===== src/rtl/dmem_pkg.sv =====
// Shared types and constants for the data-memory arbiter and its round-robin picker.
package dmem_pkg;

  typedef enum logic {
    StIdle   = 1'b0,
    StAccess = 1'b1
  } state_t;

  localparam logic PORT_CORE = 1'b0;
  localparam logic PORT_DBG  = 1'b1;

  localparam int unsigned MEM_BYTES_DEFAULT = 4096;

  typedef struct packed {
    logic        we;
    logic [31:0] addr;
    logic [31:0] wdata;
    logic        port;
  } cmd_t;

  // Rejected when misaligned or outside the memory.
  function automatic logic addr_bad(input logic [31:0] addr, input int unsigned mem_bytes);
    return (addr[1:0] != 2'b00) || (addr >= 32'(mem_bytes));
  endfunction

endpackage


===== src/rtl/rr_arb2.sv =====
// Two-way round-robin picker; the last-granted port loses a tie.
module rr_arb2
  import dmem_pkg::*;
(
  input  logic       clk,
  input  logic       rst,
  input  logic       req0,
  input  logic       req1,
  input  logic       en,
  output logic [1:0] gnt,
  output logic       gnt_id
);

  logic last_grant_q, last_grant_d;

  always_comb begin
    gnt          = 2'b00;
    gnt_id       = PORT_CORE;
    last_grant_d = last_grant_q;
    if (en && (req0 || req1)) begin
      if (req0 && req1) begin
        gnt_id = (last_grant_q == PORT_DBG) ? PORT_CORE : PORT_DBG;
      end else if (req1) begin
        gnt_id = PORT_DBG;
      end else begin
        gnt_id = PORT_CORE;
      end
      gnt          = (gnt_id == PORT_DBG) ? 2'b10 : 2'b01;
      last_grant_d = gnt_id;
    end
  end

  always_ff @(posedge clk) begin
    if (rst) begin
      last_grant_q <= PORT_DBG;
    end else begin
      last_grant_q <= last_grant_d;
    end
  end

endmodule


===== src/rtl/dmem_arbiter.sv =====
// Serialises two requesters onto the single-ported data memory, one access per two cycles.
module dmem_arbiter
  import dmem_pkg::*;
#(
  parameter int unsigned MEM_BYTES = MEM_BYTES_DEFAULT
) (
  input  logic        clk,
  input  logic        rst,
  input  logic        req0,
  input  logic        we0,
  input  logic [31:0] addr0,
  input  logic [31:0] wdata0,
  input  logic        req1,
  input  logic        we1,
  input  logic [31:0] addr1,
  input  logic [31:0] wdata1,
  output logic        gnt0,
  output logic        gnt1,
  output logic        done0,
  output logic        done1,
  output logic        err0,
  output logic        err1,
  output logic [31:0] rdata0,
  output logic [31:0] rdata1,
  output logic [31:0] mem_address,
  output logic [31:0] mem_write_data,
  output logic        mem_write,
  output logic        mem_read,
  input  logic [31:0] mem_read_data
);

  state_t      state_q, state_d;
  cmd_t        cmd_q, cmd_d;
  logic        bad_q, bad_d;
  logic [1:0]  gnt_q, gnt_d;
  logic [1:0]  done_q, done_d;
  logic [1:0]  err_q, err_d;
  logic [31:0] rdata0_q, rdata0_d;
  logic [31:0] rdata1_q, rdata1_d;

  logic        arb_en;
  logic [1:0]  arb_gnt;
  logic        arb_id;

  assign arb_en = (state_q == StIdle);

  rr_arb2 u_rr_arb2 (
    .clk    (clk),
    .rst    (rst),
    .req0   (req0),
    .req1   (req1),
    .en     (arb_en),
    .gnt    (arb_gnt),
    .gnt_id (arb_id)
  );

  always_comb begin
    state_d  = state_q;
    cmd_d    = cmd_q;
    bad_d    = bad_q;
    gnt_d    = 2'b00;
    done_d   = 2'b00;
    err_d    = 2'b00;
    rdata0_d = rdata0_q;
    rdata1_d = rdata1_q;
    unique case (state_q)
      StIdle: begin
        if (arb_gnt != 2'b00) begin
          gnt_d       = arb_gnt;
          cmd_d.port  = arb_id;
          cmd_d.we    = (arb_id == PORT_DBG) ? we1 : we0;
          cmd_d.addr  = (arb_id == PORT_DBG) ? addr1 : addr0;
          cmd_d.wdata = (arb_id == PORT_DBG) ? wdata1 : wdata0;
          bad_d       = addr_bad(cmd_d.addr, MEM_BYTES);
          state_d     = StAccess;
        end
      end
      StAccess: begin
        if (cmd_q.port == PORT_DBG) begin
          done_d[1] = 1'b1;
          err_d[1]  = bad_q;
        end else begin
          done_d[0] = 1'b1;
          err_d[0]  = bad_q;
        end
        if (!cmd_q.we && !bad_q) begin
          if (cmd_q.port == PORT_DBG) begin
            rdata1_d = mem_read_data;
          end else begin
            rdata0_d = mem_read_data;
          end
        end
        state_d = StIdle;
      end
    endcase
  end

  // Write is gated by rst so an access interrupted by reset never commits.
  always_comb begin
    mem_address    = '0;
    mem_write_data = '0;
    mem_write      = 1'b0;
    mem_read       = 1'b0;
    if (state_q == StAccess) begin
      mem_address    = cmd_q.addr;
      mem_write_data = cmd_q.wdata;
      mem_write      = cmd_q.we & ~bad_q & ~rst;
      mem_read       = ~cmd_q.we & ~bad_q;
    end
  end

  always_ff @(posedge clk) begin
    if (rst) begin
      state_q  <= StIdle;
      cmd_q    <= '0;
      bad_q    <= 1'b0;
      gnt_q    <= 2'b00;
      done_q   <= 2'b00;
      err_q    <= 2'b00;
      rdata0_q <= '0;
      rdata1_q <= '0;
    end else begin
      state_q  <= state_d;
      cmd_q    <= cmd_d;
      bad_q    <= bad_d;
      gnt_q    <= gnt_d;
      done_q   <= done_d;
      err_q    <= err_d;
      rdata0_q <= rdata0_d;
      rdata1_q <= rdata1_d;
    end
  end

  assign gnt0   = gnt_q[0];
  assign gnt1   = gnt_q[1];
  assign done0  = done_q[0];
  assign done1  = done_q[1];
  assign err0   = err_q[0];
  assign err1   = err_q[1];
  assign rdata0 = rdata0_q;
  assign rdata1 = rdata1_q;

endmodule


===== config.mk =====
export PLATFORM = sky130hd
export DESIGN_NAME = dmem_arbiter
export DESIGN_NICKNAME = d
export VERILOG_FILES = /design/src/rtl/dmem_pkg.sv /design/src/rtl/rr_arb2.sv /design/src/rtl/dmem_arbiter.sv
export SDC_FILE = /design/constraint.sdc
export NUM_CORES = 1
export LEC_CHECK = 0
export ABC_AREA = 0
export BUFFER_PORTS_ARGS = -buffer_cell sky130_fd_sc_hd__buf_4
export CAP_MARGIN = 20
export CORE_MARGIN = 10
export CORE_UTILIZATION = 47
export CTS_BUF_LIST = sky130_fd_sc_hd__clkbuf_2
export DETAILED_ROUTE_END_ITERATION = 12
export HOLD_SLACK_MARGIN = 0.1
export PLACE_DENSITY = 0.87
export SYNTH_ARGS = -nofsm -noshare
export SYNTH_HDL_FRONTEND = slang
export SYNTH_SLANG_ARGS = --single-unit

===== constraint.sdc =====
create_clock -name clk -period 1.6 [get_ports clk]
set_input_delay 0.24 -clock clk [delete_from_list [all_inputs] [get_ports clk]]
set_output_delay 0.24 -clock clk [all_outputs]
set_load 0.02 [all_outputs]

==> results_dict.tcl, run 1 <==
set metrics [dict create \
    status "stopped before the end" \
    lastStage "global routing (5_1_grt)" \
    error "[ERROR GRT-0232] Routing congestion too high. Check the congestion heatmap in the GUI." \
    crit_endpoint "mem_write" \
    synth_ff_type "dfxtp_1" \
    die_w_um 131.3 \
    avgSynthCellArea_um2 7.988 \
    placed_area_um2 8275 \
    async_flop_share_pct 0 \
    synth_nets 895 \
    port_buffers 301 \
    grt_use_total_pct 70.21 \
    htree_levels 4 \
    grt_max_degree 81 \
    ys_ff_latch 139 \
    grt-ovfl-total 110 \
    dp.final_hpwl_um 15710 \
    antenna_found_initial 14 \
    seq_area_frac_synth_pct 47.79 \
    worst-ep-kind "top-level output" \
    syn_area_um2 5823 \
    ys_types 31 \
    place_congestion 0.8733 \
    yosys_warnings 0 \
    io-pin-count 302 \
    clkSinkCount 139 \
    die-height_um 131.3 \
    synth_edf_count 0 \
    clockBufferDepth 2 \
    cts_buffers 17 \
    initial_core_util_pct 48.28 \
    cts_root_buffer "clkbuf_2" \
    synthCells 729 \
    std_cell_rows 40 \
]
[what timing repair did]
item	4_1_cts
resized for setup	48
hold buffers	165
setup endpoints to repair	66
endpoints found under the hold margin	138
pin swaps	8
buffers inserted	5
gates cloned	3
[cell usage after synthesis, types with 7 or more instances]
master,n,area (um^2)
a21oi_1,80,400.4
a222oi_1,18,180.2
a311oi_1,32,280.3
and2_1,81,506.7
buf_2,15,75.07
buf_4,7,52.55
clkbuf_1,37,138.9
dfxtp_1,139,2783
nand2_1,178,668.1
nor2_1,56,210.2
nor4_1,9,56.30
o21ai_0,32,160.2
o22ai_1,16,100.1
[per-stage QoR]
stage	setup slack [ns]	std cells
after floorplan	0.1379	729
after global placement	0.08685	1155
after detailed placement	0.09502	1155
after CTS	-0.4593	1358
[cells by family after synthesis]
family,after synthesis,share of synthesized area (%)
AOI/OAI and AO/OA,182,19.88
buffers and inverters,66,5.543
DFF,139,47.79
and+or+nand+nor,342,26.79
[routing by layer]
metal	track usage [%]	overflow
met5	0.8746	0
met4	82.26	57
met2	87.61	52
met1	66.66	1
met3	54.00	0
==> run 2, diff against run 1 <==
Settings changed: CORE_UTILIZATION 47 to 32, CTS_BUF_LIST sky130_fd_sc_hd__clkbuf_2 to not set, HOLD_SLACK_MARGIN 0.1 to not set, PLACE_DENSITY 0.87 to not set, PLACE_DENSITY_LB_ADDON set to 0.15.
==> results_dict.tcl, run 2 <==
set metrics [dict create \
    status "finished with violations" \
    violations "negative setup slack" \
    clockBufferDepth 2 \
    drt-total-wl_um 24010 \
    grt_setup_unrepaired "yes" \
    synth_nets 895 \
    yosysTopAreaCell "dfxtp_1" \
    die_w_um 154.9 \
    worstSetupEndpointType "output pin" \
    cpPeakStageDelay_ns 0.38 \
    first_iter_violations 346 \
    vias 6255 \
    synth.area.top_cells "dfxtp_1 (48%), nand2_1 (11%), and2_1 (8.7%)" \
    grt_use_total_pct 18.68 \
    area_growth_pct 67.45 \
    wl_per_cell_um 18.86 \
    synth_common_cells "nand2_1 (178), dfxtp_1 (139), and2_1 (81)" \
    synth_edf_count 0 \
    ctsHoldBuffers 0 \
    dp_cells 1222 \
    std_cell_rows 49 \
    finalHoldViolCount 0 \
    cts_tree "done" \
    grt_pass1_wl_um 35780 \
    clkSinkCount 139 \
    timing.final.max_slew_violations 0 \
    slew_headroom_pct 63.41 \
    startpoint "state_q" \
    syn_area_um2 5823 \
    pre_cts_slack_ns 0.01318 \
    min_path_cells 3 \
    final_common_cell "buf_4" \
    yosys_warnings 0 \
    dp.final_hpwl_um 16740 \
    clk_latency_ns 0.42 \
    top_layer "met4" \
    synth_ff_type "dfxtp_1" \
    vias_per_cell 4.914 \
    rr_endpoint "cmd_q[19]" \
    layout-drive-gt1-share_pct 41.95 \
    port_buffers 301 \
    coreArea_um2 17900 \
    hp-start "wdata0[10]" \
    hold_class "input port to register" \
    antennaDiodeCount 0 \
    cts_root_buffer "clkbuf_16" \
    leakagePower_nw 4.219 \
    largest_reg_flops 66 \
    synthCells 729 \
    async_flop_share_pct 0 \
    grt_max_degree 89 \
    reg2reg_from "state_q" \
    dieArea_um2 23990 \
    ir_drop_mv 0.6714 \
    finalPower_mw 9.602 \
    cp_num_buf_inv 3 \
    grt_pass1_vias 6246 \
    startpoint_type "register" \
    fin_crit_ns 1.631 \
    powerDensity_nw_per_um2 984.8 \
    finalCritPeriodShare_pct 102.0 \
    tightest_slew_ns 0.5488 \
    path_class "register to output pin" \
    wl_met3_um 2048 \
    cp.arrival_ns 1.39 \
    min_to "cmd_q[11]" \
    fin_cells 1273 \
    path_delay_family "buffers and inverters" \
    r2r_setup_slack_ns 0.04 \
    clkTransAtPathRegs_ns 0.07 \
    finalSetupViolations 38 \
    yosysMostFrequentCell "nand2_1" \
    worst_slack_ns -0.03125 \
    route.detailed.drc 0 \
    layout_common_cells "buf_4 (260), nand2_1 (178), dfxtp_1 (138)" \
    place_congestion 0.7829 \
    fin_nets 1197 \
    drv_cap 0 \
    finClkSkew_ns 0.008245 \
    crit_chain "buf_4, buf_12, and2_1, buf_6" \
    antenna_left 0 \
    worstPathMaxFanout 13 \
    crit_slowest_cell "dfxtp_4" \
    io-pin-count 302 \
    initial_core_util_pct 32.53 \
    drt_pass1_iterations 5 \
    synth_top_area_share_pct 47.79 \
    m1WireLength_um 9692 \
    htree_levels 4 \
    grt-ovfl-total 0 \
    avgSynthCellArea_um2 7.988 \
    ys_ff_latch 139 \
    required_ns 1.36 \
    seq_area_frac_synth_pct 47.79 \
    r2r_cells 5 \
    top_register "cmd_q" \
    cts_buffers 17 \
    wl_met2_um 11680 \
    utilization_pct 54.47 \
    antenna_found_initial 0 \
    max_freq_mhz 613.0 \
    ys_types 31 \
    die-height_um 154.9 \
]
run 2: routing by layer:
layer / vias to the layer above / GRT usage [%]
li1: 3108 / -
met1: 2883 / 21.63
met2: 230 / 30.61
met3: 34 / 7.251
met4: 0 / 6.748
met5: - / 0
run 2: per-stage QoR:
stage	setup TNS (ns)	instance area [um^2]	hold slack (ns)
finish	-0.3987	9751	0.05756
global route	-3.082	9751	0.05008
CTS	-1.175	9529	0.04138
detailed placement	0	8409	0.4437
global placement	0	8409	0.4412
floorplan	0	5823	0.3760
run 2: cell families (layout without fill, tap and decap cells):
kind of cell | count (synthesis) | count (layout) | share of synthesized area, %
AOI/OAI and AO/OA | 182 | 182 | 19.88
buffers and inverters | 66 | 381 | 5.543
DFF | 139 | 139 | 47.79
and+or+nand+nor | 342 | 342 | 26.79
run 2: worst reg2reg max path: stages (launching register included):
cell      delay (ns)
dfxtp_4         0.38
buf_4           0.15
or2_1           0.29
buf_12          0.19
a222oi_1        0.36
nor2_1          0.07
run 2: repair_timing:
action,in CTS,in global routing
pin swaps,2,13
gates cloned,3,5
gates resized for setup,119,14
buffers inserted,8,3
setup endpoints to repair,43,110
run 2: worst max-delay path by stage:
stage	to	slack [ns]	cells after the start
after floorplan	rdata1[1]	0.14	5
after global placement	cmd_q[10]	0.08	7
after detailed placement	cmd_q[32]	0.01	7
after CTS	mem_write_data[9]	-0.04	4
after global routing	mem_write_data[4]	-0.08	4
final	mem_write_data[4]	-0.03	4
run 2: cell type report:
class / instances / area (um^2)
tap: 229 / 286.5
timing repair buffer: 348 / 3207
sequential: 139 / 2786
fill: 1730 / 8152
clock buffer: 21 / 470.5
multi-input combinational: 524 / 2885
inverter: 1 / 3.754
clock inverter: 11 / 111.4
run 2: where the power goes:
| part | internal (mW) | switching, mW |
|---|---|---|
| logic | 0.988 | 0.928 |
| registers | 3.68 | 0.117 |
| clock network | 2.29 | 1.60 |
| total | 6.96 | 2.64 |
Note: power is estimated with default switching activity, not from simulation.
==> run 3, diff against run 2 <==
Settings changed: CORE_ASPECT_RATIO set to 1.75.
==> results_dict.tcl, run 3 (synthesis gave the netlist of run 2 again) <==
set metrics [dict create \
    cts_tree "done" \
    p_seq_share_pct 39.0 \
    fill_cells 1778 \
    final_common_cell "buf_4" \
    hold_class "input port to register" \
    drt_pass1_iterations 6 \
    grt-ovfl-total 0 \
    status "finished with violations" \
    fin_crit_ns 1.662 \
    clockBufferDepth 2 \
    startpoint_type "register" \
    timing.final.max_slew_violations 0 \
    finalSetupViolations 42 \
    grt_pass1_vias 6364 \
    finalPower_mw 9.747 \
    cpMostUsedCell "buf_4" \
    cp.arrival_ns 1.42 \
    worstPathMaxFanout 15 \
    dieArea_um2 24200 \
    grt_setup_unrepaired "yes" \
    fin_nets 1197 \
    initial_core_util_pct 32.40 \
    p_clk_share_pct 42.3 \
    route.detailed.drc 0 \
    io-pin-count 302 \
    die-height_um 198.5 \
    clk_latency_ns 0.41 \
    sw_frac_of_total_pct 27.84 \
    drv_cap 0 \
    worst_slack_ns -0.06195 \
    die_w_um 122.0 \
    grt_pass1_wl_um 35640 \
    violations "negative setup slack" \
    crit_chain "buf_4, buf_16, and2_1, buf_4" \
    antennaDiodeCount 0 \
    grt_use_total_pct 18.81 \
    layout_common_cells "buf_4 (278), nand2_1 (178), dfxtp_1 (138)" \
    tightest_slew_ns 0.5272 \
    coreArea_um2 17970 \
    required_ns 1.36 \
    slew_headroom_pct 64.53 \
    p_switching_mw 2.714 \
    port_buffers 301 \
    antenna_found_initial 0 \
    drt-total-wl_um 24230 \
    fin_cells 1278 \
    clkSinkCount 139 \
    vias 6262 \
    ir_drop_mv 0.7565 \
    layout-drive-gt1-share_pct 41.38 \
    finalHoldViolCount 0 \
    cts_root_buffer "clkbuf_16" \
    place_congestion 0.8234 \
    area_growth_pct 64.65 \
    combPwrFrac_pct 18.7 \
    largest_reg_flops 66 \
    finClkSkew_ns 0.01227 \
    cts_buffers 17 \
    wl_per_cell_um 18.96 \
    r2r_setup_slack_ns 0.08 \
    std_cell_rows 65 \
    dp_cells 1227 \
    vias_per_cell 4.900 \
    finalCritPeriodShare_pct 103.9 \
    htree_levels 4 \
    crit_slowest_cell "dfxtp_4" \
    leakagePower_nw 4.168 \
    path_class "register to output pin" \
    clkTransAtPathRegs_ns 0.07 \
    worstSetupEndpointType "output pin" \
    internal_power_mw 7.033 \
    first_iter_violations 462 \
    antenna_left 0 \
    max_freq_mhz 601.7 \
    top_register "cmd_q" \
    cpPeakStageDelay_ns 0.39 \
    grt_max_degree 71 \
    powerDensity_nw_per_um2 1017 \
    dp.final_hpwl_um 17310 \
]
[run 3: changes by cell type in the layout (fill, tap and decap cells not counted), moves of 4 or more]
cell      change
buf_6        -11
buf_12        -4
and2_1        +4
buf_4        +18
a311oi_2      -4
a311oi_1      +4
[run 3: per-layer routing]
| layer | share of wire [%] | track usage, % |
|---|---|---|
| met5 | 0 | 0 |
| met4 | 2.3 | 7.007 |
| met3 | 6.8 | 5.592 |
| met2 | 56 | 35.09 |
| met1 | 35 | 18.86 |
[run 3: path summary, 6_finish.rpt]
| check | start | endpoint | cells after the start |
|---|---|---|---|
| max reg2reg | state_q | cmd_q[23] | 5 |
| max | state_q | mem_write_data[8] | 4 |
| min reg2reg | cmd_q[2] | cmd_q[2] | 2 |
| min | wdata0[14] | cmd_q[15] | 3 |
[run 3: stage by stage]
step           setup TNS [ns]  area, um^2  worst slack [ns]  hold slack [ns]  util, %
2_1_floorplan               0        5823            0.1379           0.3760        -
3_3_place_gp                0        8403           0.09509           0.4371    46.75
3_5_place_dp                0        8403          0.007516           0.4418    46.75
4_1_cts                -3.538        9457           -0.1125          0.04575    52.61
5_1_grt                -3.422        9588           -0.1146          0.05773    53.34
6_report               -1.226        9588          -0.06195          0.05971    53.34
[run 3: repair_timing]
action,CTS,global route
gates cloned,3,3
pin swaps,23,6
endpoints found under the setup margin,66,119
gates resized for setup,97,10
hold buffers,0,0
setup buffers,8,6
[run 3: layout make-up]
| cell class | instances | area (um^2) | share of cell area [%] |
|---|---|---|---|
| Timing Repair Buffer | 348 | 3045 | 31.76 |
| Clock inverter | 13 | 155.1 | 1.618 |
| Tap cell | 234 | 292.8 | 3.054 |
| Multi-Input combinational cell | 524 | 2851 | 29.74 |
| Clock buffer | 19 | 452.9 | 4.724 |
| Inverter | 1 | 3.754 | 0.03915 |
| Sequential cell | 139 | 2786 | 29.06 |
[run 3: worst max-delay path, delay by kind of cell (launching register included)]
| kind | cells | cell delay, ns |
|---|---|---|
| flops | 1 | 0.39 |
| simple gates | 1 | 0.16 |
| buf+inv | 3 | 0.46 |
[run 3: power by group through the flow]
stage / clock, mW / sequential [mW] / combinational, mW
floorplan: 0 / 3.91 / 0.759
global placement: 0 / 3.86 / 1.61
detailed placement: 0 / 3.87 / 1.61
CTS: 4.25 / 3.80 / 1.77
global route: 4.35 / 3.83 / 1.98
finish: 4.12 / 3.80 / 1.82
==> run 4, diff against run 3 <==
Clock period 1.6 ns to 1.7 ns, I/O delays scaled along.
==> results_dict.tcl, run 4 (synthesis gave the netlist of run 2 again) <==
set metrics [dict create \
    tightest_slew_ns 0.6954 \
    required_ns 1.44 \
    std_cell_rows 65 \
    top_register "cmd_q" \
    fin_nets 1177 \
    clockBufferDepth 2 \
    drt_pass1_iterations 7 \
    cts_tree "done" \
    fin_cells 1258 \
    ctsHoldBuffers 0 \
    path_class "register to output pin" \
    initial_core_util_pct 32.40 \
    port_buffers 301 \
    hold_class "input port to register" \
    grt_pass1_wl_um 34540 \
    first_iter_violations 443 \
    vias 6088 \
    die-height_um 198.5 \
    drv_cap 0 \
    dp_cells 1225 \
    finClkSkew_ns 0.01095 \
    layout-drive-gt1-share_pct 35.94 \
    worstPathMaxFanout 34 \
    wl_per_cell_um 18.31 \
    largest_reg_flops 66 \
    status "complete, no violations" \
    ir_drop_mv 0.6742 \
    grt_pass1_vias 6156 \
    final_common_cell "buf_4" \
    leakagePower_nw 3.905 \
    vias_per_cell 4.839 \
    clk_latency_ns 0.41 \
    antenna_left 0 \
    area_growth_pct 54.28 \
    powerDensity_nw_per_um2 973.4 \
    dp.final_hpwl_um 17290 \
    fin_crit_ns 1.646 \
    finalSetupViolations 0 \
    antennaDiodeCount 0 \
    worstSetupEndpointType "output pin" \
    placed_area_um2 8343 \
    dieArea_um2 24200 \
    clkSinkCount 139 \
    drt-total-wl_um 23040 \
    antenna_found_initial 0 \
    timing.final.max_slew_violations 0 \
    grt_max_degree 72 \
    grt-ovfl-total 0 \
    cts_buffers 17 \
    htree_levels 4 \
    startpoint_type "register" \
    die_w_um 122.0 \
    finalHoldViolCount 0 \
    layout_common_cells "buf_4 (316), nand2_1 (178), dfxtp_1 (138)" \
    max_freq_mhz 607.5 \
    finalCritPeriodShare_pct 96.83 \
    cts_root_buffer "clkbuf_16" \
    clkTransAtPathRegs_ns 0.07 \
    post-route-cell-area_um2 8984 \
    place_congestion 0.8007 \
    route.detailed.drc 0 \
    grt_setup_unrepaired "yes" \
    slew_headroom_pct 53.64 \
    io-pin-count 302 \
    coreArea_um2 17970 \
    cp.arrival_ns 1.39 \
    whs_ns 0.08368 \
    grt_use_total_pct 18.14 \
]
[run 4: cell types whose count changed in the layout (fill, tap and decap cells not counted), moves of 2 or more]
cell / change
and2_4: -43
and2_1: +43
buf_6: -50
inv_6: +2
buf_4: +38
buf_12: -5
clkbuf_16: -3
clkbuf_8: -2
[run 4: layout make-up]
type / count / area, um^2
Fill cell: 1793 / 8990
Sequential cell: 139 / 2786
Multi-Input combinational cell: 524 / 2740
Timing Repair Buffer: 328 / 2580
Clock buffer: 17 / 425.4
Tap cell: 234 / 292.8
Clock inverter: 15 / 155.1
Inverter: 1 / 3.754
[run 4: layer usage]
layer,vias up,wire (um),GRT usage [%],share of wire [%]
li1,3064,-,-,-
met1,2793,8311,18.59,36
met2,211,12690,33.59,55
met3,20,1607,5.649,7.0
met4,0,431,5.898,1.9
met5,-,0,0,0
[run 4: path summary, 6_finish.rpt]
kind	startpoint	endpoint	slack [ns]	cells after the start
setup / recovery	state_q	mem_address[17]	0.05	3
hold / removal	wdata0[26]	cmd_q[27]	0.08	3
setup reg to reg	state_q	cmd_q[23]	0.18	5
hold reg to reg	cmd_q[8]	cmd_q[8]	0.45	2
[run 4: timing repair]
item / in CTS / in global routing
endpoints found under the setup margin: 33 / 20
gates resized for setup: 12 / 2
buffers inserted: 2 / 0
cloned: 0 / 0
[run 4: worst max-delay path, cell delays in order, from the launching register on]
cell	delay (ns)
dfxtp_4	0.40
buf_8	0.21
and2_1	0.20
buf_4	0.16
[run 4: per-stage QoR]
stage / worst slack (ns) / power [mW] / utilization, % / setup TNS, ns
floorplan: 0.2379 / 4.394 / - / 0
global placement: 0.1118 / 5.127 / 46.42 / 0
detailed placement: 0.1175 / 5.143 / 46.42 / 0
CTS: -0.001756 / 8.902 / 50.05 / -0.001756
global route: -0.00002032 / 9.150 / 49.98 / -0.00002032
finish: 0.05389 / 8.745 / 49.98 / 0
[run 4: power breakdown]
group,total (mW),internal (mW),switching [mW],leakage (nW)
combinational,1.50,0.716,0.789,2.49
sequential,3.56,3.47,0.0995,1.14
clock,3.67,2.07,1.60,0.277
